$ cat config.mk
export PLATFORM = sky130hd
export DESIGN_NAME = fitmerge_45_to_55
export DESIGN_NICKNAME = d
export VERILOG_FILES = /design/src/rtl/fitmerge_45_to_55.sv
export SDC_FILE = /design/constraint.sdc
export NUM_CORES = 1
export LEC_CHECK = 0
export CORE_MARGIN = 10
export CORE_UTILIZATION = 40
export CTS_CLUSTER_DIAMETER = 60
export CTS_CLUSTER_SIZE = 20
export DETAILED_ROUTE_END_ITERATION = 12
export GPL_TIMING_DRIVEN = 0
export PLACE_DENSITY = 0.64
export SYNTH_ARGS = -nofsm -noshare
export SYNTH_HDL_FRONTEND = slang
export SYNTH_SLANG_ARGS = --single-unit
$ cat constraint.sdc
create_clock -name clk -period 4.7 [get_ports clk]
set_input_delay 0.47 -clock clk [delete_from_list [all_inputs] [get_ports clk]]
set_output_delay 0.47 -clock clk [all_outputs]
set_load 0.01 [all_outputs]
$ cat src/rtl/fitmerge_45_to_55.sv
// Merges the 4-of-5 fit results of one 5/5 combination into a single lowest-chi2 result.
// Optional chi2 acceptance cut: define FITMERGE_CHI2_CUT_EN.
module fitmerge_45_to_55 #(
    parameter int unsigned       DATA_W   = 64,
    parameter int unsigned       CHI2_W   = 16,
    parameter logic [CHI2_W-1:0] CHI2_MAX = CHI2_W'(16'hFFFF)
) (
    input  logic              clk,
    input  logic              reset_n,
    input  logic              res_valid,
    output logic              res_ready,
    input  logic [DATA_W-1:0] res_data,
    input  logic [CHI2_W-1:0] res_chi2,
    input  logic [2:0]        res_sel,
    input  logic              res_is_45,
    input  logic              res_last,
    input  logic              res_ee,
    output logic              out_valid,
    input  logic              out_ready,
    output logic [DATA_W-1:0] out_data,
    output logic [CHI2_W-1:0] out_chi2,
    output logic [2:0]        out_sel,
    output logic [2:0]        out_nfit,
    output logic              out_good,
    output logic              out_ee,
    output logic              err
);

    localparam int unsigned NFIT_MAX = 5;

    typedef enum logic {
        ST_IDLE,
        ST_ACC
    } state_t;

    state_t              state_q;
    logic [DATA_W-1:0]   best_data_q;
    logic [CHI2_W-1:0]   best_chi2_q;
    logic [2:0]          best_sel_q;
    logic                best_vld_q;
    logic [2:0]          nfit_q;
    logic [4:0]          seen_q;
    logic                is45_q;

    logic                out_valid_q;
    logic [DATA_W-1:0]   out_data_q;
    logic [CHI2_W-1:0]   out_chi2_q;
    logic [2:0]          out_sel_q;
    logic [2:0]          out_nfit_q;
    logic                out_good_q;
    logic                out_ee_q;
    logic                err_q;

    logic                accept;
    logic                in_grp;
    logic                elig;
    logic                take;
    logic [DATA_W-1:0]   new_data;
    logic [CHI2_W-1:0]   new_chi2;
    logic [2:0]          new_sel;
    logic [2:0]          nfit_new;
    logic [4:0]          sel_oh;
    logic                proto_err;

    assign res_ready = !out_valid_q || out_ready;
    assign accept    = res_valid && res_ready;
    assign in_grp    = (state_q == ST_ACC);

`ifdef FITMERGE_CHI2_CUT_EN
    assign elig = (res_chi2 <= CHI2_MAX);
`else
    logic unused_cut;
    assign unused_cut = ^CHI2_MAX;
    assign elig       = 1'b1;
`endif

    // Best/count registers are cleared in IDLE, so the first word of a group uses the same merge.
    always_comb begin
        take     = elig && (!best_vld_q || (res_chi2 < best_chi2_q));
        new_data = take ? res_data : best_data_q;
        new_chi2 = take ? res_chi2 : best_chi2_q;
        new_sel  = take ? res_sel  : best_sel_q;
        nfit_new = nfit_q;
        if (elig && (nfit_q != 3'(NFIT_MAX))) begin
            nfit_new = nfit_q + 3'd1;
        end
    end

    always_comb begin
        sel_oh = 5'b0;
        case (res_sel)
            3'd1:    sel_oh = 5'b00001;
            3'd2:    sel_oh = 5'b00010;
            3'd3:    sel_oh = 5'b00100;
            3'd4:    sel_oh = 5'b01000;
            3'd5:    sel_oh = 5'b10000;
            default: sel_oh = 5'b0;
        endcase
    end

    // A group word is any word of a multi-word group, including the one that opens it.
    always_comb begin
        proto_err = 1'b0;
        if (!res_is_45 && !res_last)                              proto_err = 1'b1;
        if (res_sel > 3'd5)                                       proto_err = 1'b1;
        if ((in_grp || !res_last) && (res_sel == 3'd0))           proto_err = 1'b1;
        if (in_grp && ((seen_q & sel_oh) != 5'b0))                proto_err = 1'b1;
        if (in_grp && (res_is_45 != is45_q))                      proto_err = 1'b1;
        if (res_ee && !res_last)                                  proto_err = 1'b1;
    end

    always_ff @(posedge clk or negedge reset_n) begin
        if (!reset_n) begin
            state_q     <= ST_IDLE;
            best_data_q <= '0;
            best_chi2_q <= '0;
            best_sel_q  <= 3'd0;
            best_vld_q  <= 1'b0;
            nfit_q      <= 3'd0;
            seen_q      <= 5'b0;
            is45_q      <= 1'b0;
            out_valid_q <= 1'b0;
            out_data_q  <= '0;
            out_chi2_q  <= '0;
            out_sel_q   <= 3'd0;
            out_nfit_q  <= 3'd0;
            out_good_q  <= 1'b0;
            out_ee_q    <= 1'b0;
            err_q       <= 1'b0;
        end else begin
            if (out_ready) begin
                out_valid_q <= 1'b0;
            end
            if (accept) begin
                if (proto_err) begin
                    err_q <= 1'b1;
                end
                if (res_last) begin
                    state_q     <= ST_IDLE;
                    best_vld_q  <= 1'b0;
                    best_data_q <= '0;
                    best_chi2_q <= '0;
                    best_sel_q  <= 3'd0;
                    nfit_q      <= 3'd0;
                    seen_q      <= 5'b0;
                    if (nfit_new != 3'd0) begin
                        out_valid_q <= 1'b1;
                        out_data_q  <= new_data;
                        out_chi2_q  <= new_chi2;
                        out_sel_q   <= new_sel;
                        out_nfit_q  <= nfit_new;
                        out_good_q  <= 1'b1;
                        out_ee_q    <= res_ee;
                    end else if (res_ee) begin
                        out_valid_q <= 1'b1;
                        out_data_q  <= '0;
                        out_chi2_q  <= '1;
                        out_sel_q   <= 3'd0;
                        out_nfit_q  <= 3'd0;
                        out_good_q  <= 1'b0;
                        out_ee_q    <= 1'b1;
                    end
                end else begin
                    state_q     <= ST_ACC;
                    best_data_q <= new_data;
                    best_chi2_q <= new_chi2;
                    best_sel_q  <= new_sel;
                    best_vld_q  <= best_vld_q || take;
                    nfit_q      <= nfit_new;
                    seen_q      <= seen_q | sel_oh;
                    if (!in_grp) begin
                        is45_q <= res_is_45;
                    end
                end
            end
        end
    end

    assign out_valid = out_valid_q;
    assign out_data  = out_data_q;
    assign out_chi2  = out_chi2_q;
    assign out_sel   = out_sel_q;
    assign out_nfit  = out_nfit_q;
    assign out_good  = out_good_q;
    assign out_ee    = out_ee_q;
    assign err       = err_q;

endmodule
# Yosys cells after proc, flatten, opt, wreduce, memory -nomap -nowiden
# Index checks and enable logic that the tools add are counted.
dict set report op_classes {
  shift 0
  add_sub_neg 1
  div_mod_pow 0
  n_mul 0
  n_mux 34
  n_reduce_logical 21
  bitwise_logic 4
  n_eq_ne 7
  order_cmp 2
}
# operator n
set ops {}
lappend ops {{two-way mux 64 bit} 4}
lappend ops {{two-way mux 16 bit} 4}
lappend ops {{case mux 5 bit (5 select lines)} 1}
lappend ops {{two-way mux 3 bit} 7}
lappend ops {{two-way mux 1 bit} 17}
lappend ops {{less-than comparator 16 bit} 1}
lappend ops {{equality test 3 x 2 -> 1 bit, second input constant} 2}
lappend ops {{equality test 3 bit, second input constant} 2}
lappend ops {{logical AND 1 bit} 6}
lappend ops {{AND reduction 3 bit} 2}
lappend ops {{bitwise AND 5 bit} 1}
lappend ops {{two-way mux 5 bit} 1}
lappend ops {{bitwise OR 5 bit} 1}
lappend ops {{nonzero test 5 bit} 1}
lappend ops {{zero test 1 bit} 4}
lappend ops {{logical OR 1 bit} 4}
lappend ops {{adder 3 x 1 -> 3 bit, second input constant} 1}
lappend ops {{equality test 3 x 1 -> 1 bit, second input constant} 1}
lappend ops {{> comparator 3 bit, second input constant} 1}
lappend ops {{zero test 3 bit} 1}
lappend ops {{inequality test 3 bit, second input constant} 1}
lappend ops {{nonzero test 3 bit} 1}
lappend ops {{NOT 1 bit} 2}
lappend ops {{AND reduction 2 bit} 1}
lappend ops {{other kinds (2)} 2}
dict set report totals {
  wordCells 85
  mem_count 0
  ff_bits 184
  ramBits 0
  romBits 0
  latchBits 0
  in_bits 90
  output_inout_bits 91
}

# Depth between registers and ports, before layout
dict set report depth {
  depth_word 9
  mapped_depth 11
  ltp_nobuf 8
}

# Least setup slack after synthesis
# No wires, ideal clock.
dict set report synth_timing {
  path_type {input to register}
  from {in res_chi2[15]}
  to {reg out_chi2_q[0] (netlist: out_chi2[0])}
  cell_stages 10
  path_slack_ps 2165
  t_arrival_ps 2388
  required_ps 4553
  setup_time_ps 147
  path_buffers 3
  path_cell_list {ha_1 -> nand4_1 -> or3_1 -> a2111oi_2 -> o31a_1 -> buf_4 -> buf_12 -> buf_6 -> mux2i_1 -> a21oi_1}
}
dict set report synth_between {
  elab_chain_len 4
}
# item line_no
set synth_rtl {}
lappend synth_rtl {{start, declared} 13} ;# input logic [CHI2_W-1:0] res_chi2,
lappend synth_rtl {{less-than comparator 16 bit} 79} ;# take = elig && (!best_vld_q || (res_chi2 < best_chi2_q));
lappend synth_rtl {{logical OR 1 bit} 79}
lappend synth_rtl {{two-way mux 16 bit} 81} ;# new_chi2 = take ? res_chi2 : best_chi2_q;
lappend synth_rtl {{two-way mux 16 bit} 146} ;# if (nfit_new != 3'd0) begin
lappend synth_rtl {{end signal, assigned} 149} ;# out_chi2_q <= new_chi2;
lappend synth_rtl {{end, declared} 47} ;# logic [CHI2_W-1:0] out_chi2_q;
# Every way passes these cells.
# A chain may end at the register's enable or synchronous reset.

# Worst setup path in the final report
dict set report layout_timing {
  from {in res_chi2[15]}
  to {reg best_data_q[3]}
}
dict set report layout_between {
  elab_chain_len 4
}
# item line_no
set layout_rtl {}
lappend layout_rtl {{less-than comparator 16 bit} 79}
lappend layout_rtl {{logical OR 1 bit} 79}
lappend layout_rtl {{two-way mux 64 bit} 80} ;# new_data = take ? res_data : best_data_q;
lappend layout_rtl {{two-way mux 64 bit} 138} ;# if (res_last) begin
lappend layout_rtl {{end signal, assigned} 165} ;# best_data_q <= new_data;
lappend layout_rtl {{end, declared} 37} ;# logic [DATA_W-1:0] best_data_q;
# Every way passes these cells.

==> key figures <==
Worst setup path
  – Setup slack, reg-to-reg: 1.71 ns
  – Startpoint Class: primary input
  – Crit-path max FO: 10
  – Critical path required time: 5.07 ns
  – FF-to-FF End: best_data_q[3]$_DFFE_PN0P_
  – WP buf/inv: 3
  – Arrival time at the worst endpoint: 3.51 ns
  – Crit path cell chain: clkdlybuf4s50_1 -> ha_1 -> nand4_1 -> or3_1 -> o22ai_1 -> o31a_1 -> buf_4 -> nor3_2 -> buf_2 -> a22o_1
  – Setup crit end kind: flop
  – Peak per-stage delay on the critical path: 0.67 ns
  – Family with the most delay on the worst path: buffers and inverters
  – CP max-delay cell: nor3_2
  – R2R Path Start: best_chi2_q[15]$_DFFE_PN0P_
  – Crit path kind: in -> reg
  – Crit path depth: 10
  – Worst reg-to-reg path cell count: 10

Synth
  – Synth Cell Area: 0.00807 mm2
  – Post-Syn Instances: 703
  – Syn nets: 810
  – Synth area leaders: dfrtp_1 (57%), a22o_1 (8.8%), mux2i_1 (8.4%)
  – Largest family of logic cells by synthesized area: compound AO/OA/AOI/OAI gates
  – #FFs+latches synth: 184
  – Post-synth EDFFs: 0
  – Share of the synthesized area in the top cell type: 57.1%
  – Synth warnings: 0
  – Post-Synth XOR/XNOR Area: 0.217%
  – Fraction of registers with async set/reset: 100%
  – Top FF cell, synth: dfrtp_1
  – Sequential fraction of the synthesis area: 57.1%
  – Multiplexer share of the synthesized area: 8.86%
  – Yosys top cell by area: dfrtp_1
  – Synth Area in Simple Gates: 7.88%
  – Synthesized area per cell: 11.5 um2
  – Count of cell types in the netlist: 41
  – Compound-Gate Fraction of Synth Area: 18.5%
  – Adder-Cell Fraction of Synth Area: 2.64%

STA
  – Final number of hold-violating endpoints: 0
  – Tightest Pin Transition: 0.939 ns
  – Setup slack after layout: 1.56 ns
  – FMAX: 318 MHz
  – RSZ-0062 raised after global routing: false
  – Slew margin rel.: 37.0%
  – Fin crit period: 3.14 ns
  – Hold slack: 0.0533 ns
  – # setup viols final: 0
  – Final clock period utilization by the worst path: 66.9%
  – Pins Over Slew Limit: 0
  – Worst Skew: 0.00933 ns

Run status
  – Status: finished clean

Clock network
  – CTS tree: done
  – Num CTS Buffers: 17
  – Clock Latency Late Sink: 0.43 ns
  – Hold buffers post-CTS: 0
  – CTS H-tree depth: 4
  – Max Buffers Root-to-Sink: 2
  – Cts repair resizes: 0
  – Post-CTS setup buffers: 0
  – Root buffer cell: clkbuf_16
  – Clock Pin Slew Worst Setup and Hold Paths: 0.07 ns
  – Clock sink count: 184

Run
  – Max cap viols: 0

Power and ir drop
  – Power Density: 451 mW/mm2
  – Worst IR Drop VDD: 0.234 mV
  – Seq pwr share: 42.9%
  – Clock Power Share: 27.8%
  – Logic pwr share: 29.3%
  – Leak: 0.00479 uW
  – Sw Share: 30.8%
  – Internal power: 3350 uW
  – Switch Pwr: 1500 uW

GRT
  – Vias in the first global route: 6285
  – Total grt overflow: 0
  – All-Layer GR Usage: 16.8%
  – Largest net degree at the start of global routing: 100
  – First-pass GRT wire length: 35400 um
  – Initial antenna violation count: 1

Placement
  – RePlAce Congestion: 0.758
  – Post-DP HPWL: 15400 um
  – Number of port buffers: 178
  – Dpl ws: 1.11 ns

Final layout
  – # diodes: 0
  – Final-layout fill cell count: 1763
  – Layout cells sized above 1: 8.64%
  – Area growth, synth to finish: 33.4%
  – Register area: 0.00460 mm2
  – Layout Utilization: 54.7%
  – Nets@finish: 1008
  – Multi-input logic area: 0.00307 mm2

Routing
  – Wire per inst: 18.5 um
  – Vias: 6039
  – Routed vias/inst: 5.12
  – Detailed Route Iter0 Violations: 278
  – Drt first pass iters: 5
  – DR DRC count: 0
  – Routed WL: 21800 um
  – Detail Route Antenna Nets: 0

Worst hold path
  – Hold Path Class: in -> async

Floorplanning
  – Die area: 0.0263 mm2
  – Initial Util: 41.0%
  – Core Footprint: 0.0197 mm2
  – Top Ports: 181
  – # rows: 51
  – Die X: 162 um
  – Die Y: 162 um
[power groups by stage]
stage	combinational, uW	clock (uW)	sequential (uW)
2_1_floorplan	660	0	2170
3_3_place_gp	1430	0	2100
3_5_place_dp	1440	0	2110
4_1_cts	1450	1390	2080
5_1_grt	1560	1450	2120
6_report	1420	1350	2080
[layout by cell type (no fill, tap or decap), drive strengths merged, types with 2 or more instances in the layout]
cell / netlist / routed
nand2: 94 / 94
a21oi: 16 / 16
and2: 2 / 2
mux2: 3 / 3
clkbuf: 19 / 37
nand3: 3 / 3
o21ai: 81 / 81
clkdlybuf4s50: 0 / 177
clkinv: 0 / 5
clkinvlp: 0 / 2
buf: 33 / 35
o311ai: 2 / 2
ha: 17 / 17
nor2: 28 / 28
o21a: 2 / 2
nor3: 17 / 17
a22o: 81 / 81
a311oi: 15 / 15
mux2i: 68 / 68
inv: 18 / 25
dfrtp: 184 / 184
nand4: 2 / 2
nor2b: 2 / 2
a31oi: 3 / 3
[flip-flops by register name, summed over array words and instances, names as in the netlist, 3 cells and up]
signal and count:
seen_q 5, out_data 64, out_nfit 3, best_data_q 64
best_chi2_q 16, out_chi2 16, out_sel 3, best_sel_q 3
nfit_q 3
[cell families (layout without fill, tap and decap cells)]
logic type | count (synthesis) | count (layout)
muxes | 71 | 71
buffers and inverters | 70 | 281
adders and majority gates | 17 | 17
DFF | 184 | 184
and+or+nand+nor | 153 | 153
AOI/OAI and AO/OA | 206 | 206
xor gates and xnor gates | 2 | 2
[cell type report]
type | instances | area share, %
repair buffers | 179 | 16.9
plain buffers | 52 | 3.00
well taps | 265 | 3.08
inverters | 18 | 0.628
clock buffers | 18 | 3.99
flip-flops and latches | 184 | 42.8
multi-input cells | 449 | 28.6
clock inverters | 14 | 1.08
[per-layer routing]
layer	vias up	track usage [%]	share of wire (%)
li1	2938	-	-
met1	2947	22.2	46
met2	145	25.8	47
met3	9	5.66	6.6
met4	0	4.30	0.79
met5	-	0	0
[how the worst max path moves through the flow]
stage / start / end / slack (ns)
after floorplan: res_chi2[15] / out_chi2[0]$_DFFE_PN0P_ / 2.16
after global placement: reset_n / out_data[29]$_DFFE_PN0P_ / -4.77
after detailed placement: res_chi2[15] / best_data_q[3]$_DFFE_PN0P_ / 1.11
after CTS: res_chi2[15] / best_chi2_q[12]$_DFFE_PN0P_ / 1.54
after global routing: res_chi2[15] / best_data_q[3]$_DFFE_PN0P_ / 1.42
final: res_chi2[15] / best_data_q[3]$_DFFE_PN0P_ / 1.56
[cells in the mapped netlist (2+ instances only)]
| library cell | instances |
|---|---|
| and2_1 | 2 |
| clkbuf_1 | 19 |
| nor3_1 | 16 |
| nand3_1 | 3 |
| a31oi_1 | 3 |
| o21ai_0 | 35 |
| buf_2 | 11 |
| a311oi_2 | 10 |
| buf_6 | 7 |
| dfrtp_1 | 184 |
| nand2_1 | 94 |
| o21ai_1 | 46 |
| buf_4 | 12 |
| ha_1 | 17 |
| a311oi_1 | 5 |
| o311ai_0 | 2 |
| nor2_1 | 28 |
| nand4_1 | 2 |
| mux2i_1 | 68 |
| nor2b_1 | 2 |
| a21oi_1 | 16 |
| buf_1 | 2 |
| inv_1 | 18 |
| mux2_2 | 3 |
| a22o_1 | 81 |
| o21a_1 | 2 |
[through the flow]
| step | power [uW] | TNS [ns] | std cells | cell area (um2) |
|---|---|---|---|---|
| global route | 5140 | 0 | 1179 | 10800 |
| global placement | 3530 | -874.47 | 1146 | 10200 |
| detailed placement | 3550 | 0 | 1147 | 10200 |
| floorplan | 2830 | 0 | 703 | 8070 |
| CTS | 4920 | 0 | 1179 | 10800 |
| finish | 4850 | 0 | 1179 | 10800 |
No activity file was read; power rests on OpenSTA's default activity.
